File: config.mk
export PLATFORM = sky130hd
export DESIGN_NAME = register_file_sb_flat
export DESIGN_NICKNAME = d
export VERILOG_FILES = /design/src/rtl/rf_pkg.sv /design/src/rtl/register_file_sb_if.sv /design/src/rtl/rf_scoreboard.sv /design/src/rtl/register_file_sb.sv /design/src/flat_wrapper.sv
export SDC_FILE = /design/constraint.sdc
export NUM_CORES = 1
export LEC_CHECK = 0
export BUFFER_PORTS_ARGS = -buffer_cell sky130_fd_sc_hd__buf_2
export CORE_MARGIN = 4
export CORE_UTILIZATION = 60
export CTS_CLUSTER_DIAMETER = 50
export CTS_CLUSTER_SIZE = 10
export DETAILED_ROUTE_END_ITERATION = 12
export PLACE_DENSITY = 0.75
export SYNTH_ARGS = -nofsm -noshare
export SYNTH_HDL_FRONTEND = slang
export SYNTH_SLANG_ARGS = --single-unit
File: constraint.sdc
create_clock -name clk -period 4.1 [get_ports clk]
set_clock_uncertainty 0.05 [all_clocks]
set_input_delay 0.205 -clock clk [delete_from_list [all_inputs] [get_ports clk]]
set_output_delay 0.205 -clock clk [all_outputs]
set_load 0.01 [all_outputs]
File: src/rtl/rf_pkg.sv
// Shared register-file constants and select type.
// Used by decode, writeback and the register file itself.
package rf_pkg;

  localparam int RF_WIDTH = 20;
  localparam int RF_DEPTH = 16;
  localparam int RF_AW    = $clog2(RF_DEPTH);

  typedef logic [RF_AW-1:0] rf_sel_t;

endpackage

File: src/rtl/register_file_sb_if.sv
// Decode/writeback bus into the scoreboarded register file.
// Master is the pipeline side, slave is the register file.
interface register_file_sb_if
  import rf_pkg::*;
#(
  parameter int WIDTH = RF_WIDTH,
  parameter int DEPTH = RF_DEPTH
);

  localparam int AW = $clog2(DEPTH);

  logic             w;
  logic [AW-1:0]    w_select;
  logic [WIDTH-1:0] write;
  logic [AW-1:0]    r1_select;
  logic [AW-1:0]    r2_select;
  logic [WIDTH-1:0] read1;
  logic [WIDTH-1:0] read2;
  logic             r1_ready;
  logic             r2_ready;
  logic             claim;
  logic [AW-1:0]    claim_select;
  logic             claim_ok;
  logic [AW:0]      pending;

  modport master (
    output w, w_select, write,
    output r1_select, r2_select,
    output claim, claim_select,
    input  read1, read2,
    input  r1_ready, r2_ready,
    input  claim_ok, pending
  );

  modport slave (
    input  w, w_select, write,
    input  r1_select, r2_select,
    input  claim, claim_select,
    output read1, read2,
    output r1_ready, r2_ready,
    output claim_ok, pending
  );

endinterface

File: src/rtl/rf_scoreboard.sv
// Per-register busy bits, claim acceptance, operand
// readiness and the registered count of busy registers.
module rf_scoreboard
  import rf_pkg::*;
#(
  parameter  int DEPTH    = RF_DEPTH,
  parameter  int ZERO_REG = 0,
  localparam int AW       = $clog2(DEPTH)
) (
  input  logic          clk,
  input  logic          rst_n,
  input  logic          w,
  input  logic [AW-1:0] w_select,
  input  logic [AW-1:0] r1_select,
  input  logic [AW-1:0] r2_select,
  input  logic          claim,
  input  logic [AW-1:0] claim_select,
  output logic          r1_ready,
  output logic          r2_ready,
  output logic          claim_ok,
  output logic [AW:0]   pending
);

  logic [DEPTH-1:0] busy_q, busy_d;
  logic [AW:0]      pending_q, pending_d;

  logic wb_en;
  logic w_zero, c_zero, r1_zero, r2_zero;
  logic set_en, clr_en, inc, dec;

  always_comb begin
    wb_en   = w & rst_n;
    w_zero  = (ZERO_REG != 0) && (w_select == '0);
    c_zero  = (ZERO_REG != 0) && (claim_select == '0);
    r1_zero = (ZERO_REG != 0) && (r1_select == '0);
    r2_zero = (ZERO_REG != 0) && (r2_select == '0);

    r1_ready = r1_zero | ~busy_q[r1_select]
             | (wb_en & (w_select == r1_select));
    r2_ready = r2_zero | ~busy_q[r2_select]
             | (wb_en & (w_select == r2_select));

    claim_ok = claim & (c_zero
             | ~busy_q[claim_select]
             | (wb_en & (w_select == claim_select)));

    set_en = claim_ok & ~c_zero;
    clr_en = wb_en & ~w_zero;

    // A same-cycle claim wins over the writeback clear.
    busy_d = busy_q;
    if (clr_en) busy_d[w_select] = 1'b0;
    if (set_en) busy_d[claim_select] = 1'b1;

    inc = set_en & ~busy_q[claim_select];
    dec = clr_en & busy_q[w_select]
        & ~(set_en & (claim_select == w_select));

    pending_d = pending_q;
    if (inc && !dec)
      pending_d = pending_q + (AW+1)'(1);
    else if (dec && !inc)
      pending_d = pending_q - (AW+1)'(1);
  end

  always_ff @(posedge clk or negedge rst_n) begin
    if (!rst_n) begin
      busy_q    <= '0;
      pending_q <= '0;
    end else begin
      busy_q    <= busy_d;
      pending_q <= pending_d;
    end
  end

  assign pending = pending_q;

endmodule

File: src/rtl/register_file_sb.sv
// Parametrised register file with optional zero register,
// write-to-read bypass and a pending-write scoreboard.
module register_file_sb
  import rf_pkg::*;
#(
  parameter int WIDTH    = RF_WIDTH,
  parameter int DEPTH    = RF_DEPTH,
  parameter int ZERO_REG = 0
) (
  input logic clk,
  input logic reset,
  register_file_sb_if.slave bus
);

  localparam int AW = $clog2(DEPTH);

  logic [WIDTH-1:0] regs_q [DEPTH];
  logic [WIDTH-1:0] regs_d [DEPTH];

  logic             we;
  logic [WIDTH-1:0] rd1, rd2;

  // Gating with reset keeps reads at zero while reset is held.
  always_comb begin
    we = bus.w & reset
       & ~((ZERO_REG != 0) && (bus.w_select == '0));
    regs_d = regs_q;
    if (we) regs_d[bus.w_select] = bus.write;
  end

  always_comb begin
    rd1 = regs_q[bus.r1_select];
    if (we && (bus.w_select == bus.r1_select))
      rd1 = bus.write;
    if ((ZERO_REG != 0) && (bus.r1_select == '0))
      rd1 = '0;

    rd2 = regs_q[bus.r2_select];
    if (we && (bus.w_select == bus.r2_select))
      rd2 = bus.write;
    if ((ZERO_REG != 0) && (bus.r2_select == '0))
      rd2 = '0;
  end

  always_ff @(posedge clk or negedge reset) begin
    if (!reset) begin
      for (int i = 0; i < DEPTH; i++)
        regs_q[i] <= '0;
    end else begin
      regs_q <= regs_d;
    end
  end

  assign bus.read1 = rd1;
  assign bus.read2 = rd2;

  rf_scoreboard #(
    .DEPTH    (DEPTH),
    .ZERO_REG (ZERO_REG)
  ) u_sb (
    .clk          (clk),
    .rst_n        (reset),
    .w            (bus.w),
    .w_select     (bus.w_select[AW-1:0]),
    .r1_select    (bus.r1_select[AW-1:0]),
    .r2_select    (bus.r2_select[AW-1:0]),
    .claim        (bus.claim),
    .claim_select (bus.claim_select[AW-1:0]),
    .r1_ready     (bus.r1_ready),
    .r2_ready     (bus.r2_ready),
    .claim_ok     (bus.claim_ok),
    .pending      (bus.pending)
  );

endmodule
File: src/flat_wrapper.sv
// flat-port wrapper written by rule: the top's interface ports become plain ports
module register_file_sb_flat import rf_pkg::*;
#(
  parameter int WIDTH    = RF_WIDTH,
  parameter int DEPTH    = RF_DEPTH,
  parameter int ZERO_REG = 0
)
  (clk, reset, bus_w, bus_w_select, bus_write, bus_r1_select, bus_r2_select, bus_claim, bus_claim_select, bus_read1, bus_read2, bus_r1_ready, bus_r2_ready, bus_claim_ok, bus_pending);
  register_file_sb_if #(.WIDTH(WIDTH), .DEPTH(DEPTH)) bus_i ();
  input logic clk;
  input logic reset;
  input wire logic [$bits(bus_i.w)-1:0] bus_w;
  input wire logic [$bits(bus_i.w_select)-1:0] bus_w_select;
  input wire logic [$bits(bus_i.write)-1:0] bus_write;
  input wire logic [$bits(bus_i.r1_select)-1:0] bus_r1_select;
  input wire logic [$bits(bus_i.r2_select)-1:0] bus_r2_select;
  input wire logic [$bits(bus_i.claim)-1:0] bus_claim;
  input wire logic [$bits(bus_i.claim_select)-1:0] bus_claim_select;
  output wire logic [$bits(bus_i.read1)-1:0] bus_read1;
  output wire logic [$bits(bus_i.read2)-1:0] bus_read2;
  output wire logic [$bits(bus_i.r1_ready)-1:0] bus_r1_ready;
  output wire logic [$bits(bus_i.r2_ready)-1:0] bus_r2_ready;
  output wire logic [$bits(bus_i.claim_ok)-1:0] bus_claim_ok;
  output wire logic [$bits(bus_i.pending)-1:0] bus_pending;
  assign bus_i.w = bus_w;
  assign bus_i.w_select = bus_w_select;
  assign bus_i.write = bus_write;
  assign bus_i.r1_select = bus_r1_select;
  assign bus_i.r2_select = bus_r2_select;
  assign bus_i.claim = bus_claim;
  assign bus_i.claim_select = bus_claim_select;
  assign bus_read1 = bus_i.read1;
  assign bus_read2 = bus_i.read2;
  assign bus_r1_ready = bus_i.r1_ready;
  assign bus_r2_ready = bus_i.r2_ready;
  assign bus_claim_ok = bus_i.claim_ok;
  assign bus_pending = bus_i.pending;
  register_file_sb #(.WIDTH(WIDTH), .DEPTH(DEPTH), .ZERO_REG(ZERO_REG)) u_core (.clk(clk), .reset(reset), .bus(bus_i));
endmodule
==> flow_summary.toml, run 1 <==
[status]
status = "finished, final reports clean"

[yosys]
synth_edf_count = 0
synthesis.area_um2 = 19260
postSynthAreaPerCell_um2 = 14.72
synth_top_area_share = 0.4431
synth_ff_type = "dfrtp_1"
syn_inst = 1308
synth_seq_cells = 341
postSynth.asyncResetShare = 1.000
netlist-cell-type-count = 53
synth_seq_area_share = 0.4431
ys_top_cells_by_area = "dfrtp_1 44%, mux2_2 19%, mux4_2 18%"
syn_nets = 1353
ys_warn_count = 0
yosys.area.top_type = "dfrtp_1"

[setup_path]
cp.required_ns = 3.85
path_buf_inv = 4
r2r_slack_ns = 0.74
cpPeakStageDelay_ns = 0.57
crit_cells = 9
crit_type = "in -> out"
path_max_fanout = 38
worstReg2RegEnd = "u_core.u_sb.pending[4]"
path_cells = "dlygate4sd3_1 -> buf_8 -> nand2_1 -> nor2_1 -> and4_1 -> buf_4 -> a2111oi_0 -> a211oi_1 -> buf_2"
reg2reg_depth = 11
path_delay_family = "buffers and inverters"
critPathLaunchType = "input pin"
regToRegStartpoint = "u_core.u_sb.busy_q[7]"
cp_slowest_cell = "dlygate4sd3_1"
arrival_ns = 3.36
worstSetupEndpointType = "primary output"

[floorplanning]
core_area_um2 = 31640
io_pins = 88
die_area_um2 = 35030
start_util = 0.6087
rows = 65
fp.dieH_um = 187.2
fp.dieW_um = 187.2

[min_path]
min_to = "u_core.u_sb.busy_q[13]"
hold_depth = 2
hold_start = "bus_claim_select[0]"
min-delay-path-class = "in -> reg"

[finish]
layout_common_cells = "341 x dfrtp_1, 323 x mux2_2, 151 x mux4_2, 82 x buf_2"
fin_area_um2 = 21270
multi_input_area_um2 = 9998
layout_commonest_cell = "dfrtp_1"
fin_cells = 1773
drive_gt1_frac = 0.4985
syn2layout_area_growth_pct = 10.46
final_nets = 1400
fillers = 2171
register_area_um2 = 8533

[drt]
drtIter0Drc = 1227
vias_per_cell = 7.102
firstDrtPassIters = 6
wl_per_cell_um = 28.91
drc_errors = 0
num_vias = 12590
antenna_left = 0
routed_wl_mm = 51.25

[sta]
maxSlewHeadroom = 0.2279
rsz0062_at_grt = "false"
fmax_mhz = 277.0
maxSlewViolCount = 0
finalHoldViolCount = 0
period_needed_ns = 3.611
worstMarginPinSlew_ns = 1.155
fin_crit_sh = 0.8807
setup_viol = 0
tns_ns = 0

[place]
hpwl_mm = 29.75
place_inst = 1710
place.port_buffers = 87
place_area_um2 = 19950
gp_congestion = 0.8688

[grt]
grt_first_pass_wirelength_mm = 79.57
grt_max_degree = 170
antenna_found_initial = 3
grt_pass1_vias = 13210
grt_usage = 0.2940
overflow = 0

[power]
power.leakage_nw = 9.214
power_mw = 10.59
peakVddDrop_mv = 0.2494
power.density_nw_per_um2 = 498.0

[clock_network]
clockBufferDepth = 3
ctsHtreeMaxLevel = 2
cts_inserted_buffers = 44
path_clk_slew_ns = 0.05
cts-root-buf = "clkbuf_16"
cts_tree = "done"
worstSkewPairLatency_ns = 0.53
clock-sinks = 341

[job]
maxCapViolations = 0
[stage by stage]
| step | util | setup WS [ns] | hold WS, ns |
|---|---|---|---|
| after global routing | 0.6723 | 0.3902 | 0.04621 |
| final | 0.6724 | 0.4893 | 0.04841 |
| after global placement | 0.6307 | 0.7073 | 0.05176 |
| after detailed placement | 0.6307 | 0.6566 | 0.05339 |
| after floorplan | - | 0.9078 | -0.1406 |
| after CTS | 0.6723 | 0.4999 | 0.01722 |
[synthesized netlist by cell type, types with 2 or more instances]
master	n
xor2_1	5
mux4_4	2
xnor2_1	11
nand3_1	3
nor2_1	54
a2111oi_0	40
buf_2	55
nor2b_1	41
buf_4	7
nor3_1	3
or4_1	2
buf_1	8
o22ai_1	7
dfrtp_1	341
inv_1	16
nand4_1	2
mux2_2	323
and2_1	3
mux2i_1	44
o21ai_0	9
buf_6	8
a21oi_1	2
dlygate4sd1_1	2
mux4_2	151
a32o_1	3
mux4_1	23
and4_1	2
nand2_1	17
buf_8	3
a211oi_1	40
nand2b_1	4
nand3b_1	4
ha_1	4
clkbuf_1	48
o211ai_1	3
[worst register-to-register path, delay by kind of cell, from the launching register on]
kind | cells | cell delay (ns)
mux | 2 | 0.82
simple gates | 2 | 0.44
compound gates | 3 | 0.67
fa+ha+maj | 2 | 0.62
buf+inv | 1 | 0.11
flops | 1 | 0.42
xor+xnor | 1 | 0.15
[sequential cells by signal, indices dropped and copies added (netlist names)]
signal and flops:
u_core.u_sb.busy_q 16, u_core.regs_q 320, u_core.u_sb.pending 5
[report_power, final]
| group | total [mW] | switching, mW | internal [mW] |
|---|---|---|---|
| logic | 2.41 | 0.961 | 1.45 |
| clock network | 3.58 | 1.40 | 2.18 |
| registers | 4.60 | 0.534 | 4.07 |
| total | 10.6 | 2.89 | 7.70 |
[final cells by class]
class                           count  area share
Timing Repair Buffer              134     0.04082
Inverter                           16    0.002823
Multi-Input combinational cell    818      0.4700
Clock inverter                      6    0.004411
Tap cell                          402     0.02364
Clock buffer                       55     0.05705
Sequential cell                   341      0.4011
Antenna cell                        1   0.0001176
[repair_timing]
item,CTS,global route
gates resized for setup,0,0
setup buffers,0,0
hold buffers,1,0
endpoints found under the hold margin,35,0
[how the worst max path moves through the flow]
stage                         from  slack, ns                      to
2_1_floorplan      bus_w_select[0]       0.91  u_core.u_sb.pending[4]
6_report                     reset       0.49            bus_read2[1]
4_1_cts                      reset       0.50            bus_read2[1]
3_3_place_gp       bus_w_select[0]       0.71  u_core.u_sb.pending[4]
3_5_place_dp   bus_claim_select[1]       0.66  u_core.u_sb.pending[4]
5_1_grt                      reset       0.39            bus_read2[1]
[kinds of logic (layout without fill, tap and decap cells)]
kind of cell | after synthesis | in the layout | synth area share
muxes | 543 | 543 | 0.4223
xor gates and xnor gates | 16 | 16 | 0.007276
DFF | 341 | 341 | 0.4431
other | 0 | 1 | 0
and+or+nand+nor | 141 | 141 | 0.03729
AOI/OAI and AO/OA | 113 | 113 | 0.04665
buffers and inverters | 149 | 211 | 0.03976
adders and majority gates | 5 | 5 | 0.003638
[per-layer routing]
| metal | vias to the layer above | wire length, um | share of wire | global-route usage |
|---|---|---|---|---|
| met1 | 6668 | 20890 | 0.41 | 0.4155 |
| met2 | 597 | 24210 | 0.47 | 0.4594 |
| met3 | 143 | 4209 | 0.082 | 0.06271 |
| met4 | 4 | 1912 | 0.037 | 0.1049 |
| li1 | 5180 | - | - | - |
| met5 | - | 22 | 0.00043 | 0 |
No activity file was read; power rests on OpenSTA's default activity.
==> inputs of run 2 (changes only) <==
==> constraint.sdc (replaced) <==
create_clock -name clk -period 4.2 [get_ports clk]
set_clock_uncertainty 0.05 [all_clocks]
set_input_delay 0.21 -clock clk [delete_from_list [all_inputs] [get_ports clk]]
set_output_delay 0.21 -clock clk [all_outputs]
set_load 0.01 [all_outputs]
==> flow_summary.toml, run 2 (synthesized netlist as in run 1, its figures left out) <==
[drt]
antenna_left = 0
firstDrtPassIters = 5
routed_wl_mm = 51.35
vias_per_cell = 7.118
wl_per_cell_um = 29.11
drc_errors = 0
num_vias = 12560
drtIter0Drc = 1176

[finish]
largest_register_ffs = 320
fillers = 2213
drive_gt1_frac = 0.4967
layout_common_cells = "341 x dfrtp_1, 323 x mux2_2, 151 x mux4_2, 82 x buf_2"
syn2layout_area_growth_pct = 9.875
top_register = "u_core.regs_q"
layout_commonest_cell = "dfrtp_1"
final_nets = 1395

[place]
place.port_buffers = 87
place_ws_ns = 0.7872
hpwl_mm = 30.31
gp_congestion = 0.8580

[sta]
maxSlewHeadroom = 0.2678
finalHoldViolCount = 0
fin_crit_sh = 0.9122
fmax_mhz = 261.0
rsz0062_at_grt = "false"
hold-worst-slack_ns = 0.07515
worstMarginPinSlew_ns = 1.098
maxSlewViolCount = 0
setup_viol = 0
tns_ns = 0
worst_slack_ns = 0.3686
period_needed_ns = 3.831

[power]
peakVddDrop_mv = 0.3347
power.leakage_nw = 9.157
power_mw = 10.16
power.density_nw_per_um2 = 480.1

[clock_network]
clock-sinks = 341
cts_tree = "done"
cts-root-buf = "clkbuf_16"
clockBufferDepth = 3
ctsHtreeMaxLevel = 2
worstSkewPairLatency_ns = 0.53
path_clk_slew_ns = 0.05
post-cts-setup-buffers = 0
cts_resized = 0
cts_inserted_buffers = 43

[setup_path]
path_cells = "dlygate4sd3_1 -> buf_8 -> nand2_1 -> nor2_1 -> and4_1 -> a2111oi_0 -> a211oi_1 -> buf_2"
path_delay_family = "simple AND/OR/NAND/NOR gates"
path_buf_inv = 3
critPathLaunchType = "input pin"
cp.required_ns = 3.94
worstSetupEndpointType = "primary output"
crit_type = "in -> out"
cpPeakStageDelay_ns = 0.96
cp_slowest_cell = "and4_1"
path_max_fanout = 44
arrival_ns = 3.57

[floorplanning]
fp.dieH_um = 187.2
rows = 65
io_pins = 88
fp.dieW_um = 187.2
core_area_um2 = 31640
die_area_um2 = 35030
start_util = 0.6087

[grt]
grt_first_pass_wirelength_mm = 80.17
antenna_found_initial = 1
grt_usage = 0.2955
overflow = 0
grt_max_degree = 177
grt_pass1_vias = 13320

[job]
maxCapViolations = 0

[status]
status = "finished, final reports clean"

[min_path]
min-delay-path-class = "in -> reg"
## run 2: cell type report
type	count	area [um2]	area share
multi-input combinational	818	9998	0.4725
sequential	341	8533	0.4033
clock buffer	49	1151	0.05440
timing repair buffer	130	838.3	0.03962
tap	402	503.0	0.02377
clock inverter	7	73.82	0.003489
inverter	16	60.06	0.002838
antenna	1	2.502	0.0001183
## run 2: metrics by stage
stage          instance area [um2]  utilization  cells
2_1_floorplan                19260            -   1308
3_3_place_gp                 19920       0.6297   1706
3_5_place_dp                 19920       0.6297   1706
4_1_cts                      21160       0.6688   1763
5_1_grt                      21160       0.6688   1763
6_report                     21160       0.6689   1764
## run 2: worst paths after layout
kind                                         from                     end  slack (ns)  cells after the start
setup reg to reg           u_core.u_sb.busy_q[14]  u_core.u_sb.pending[4]        0.88                     11
hold reg to reg            u_core.u_sb.pending[4]  u_core.u_sb.pending[4]        0.43                      1
min in group asynchronous                   reset       u_core.regs_q[37]        0.13                      2
max in group asynchronous                   reset      u_core.regs_q[174]        1.79                      4
hold / removal                bus_claim_select[0]  u_core.u_sb.busy_q[13]        0.08                      2
setup / recovery                            reset            bus_read2[0]        0.37                      8
## run 2: repair_timing
action | in CTS | in global routing
endpoints found under the hold margin | 41 | 0
setup endpoints to repair | 0 | 0
hold buffers | 1 | 0
## run 2: layer usage
layer  track usage  vias up  part of all wire
met1        0.4227     6624              0.41
met5             0        -           0.00014
met3       0.05991      135             0.084
li1              -     5177                 -
met2        0.4582      619              0.47
met4        0.1075        2             0.037
## run 2: power by group
part           switching (mW)  internal (mW)
Combinational           0.936           1.41
Clock                    1.34           1.98
Sequential              0.518           3.97
Total                    2.79           7.36
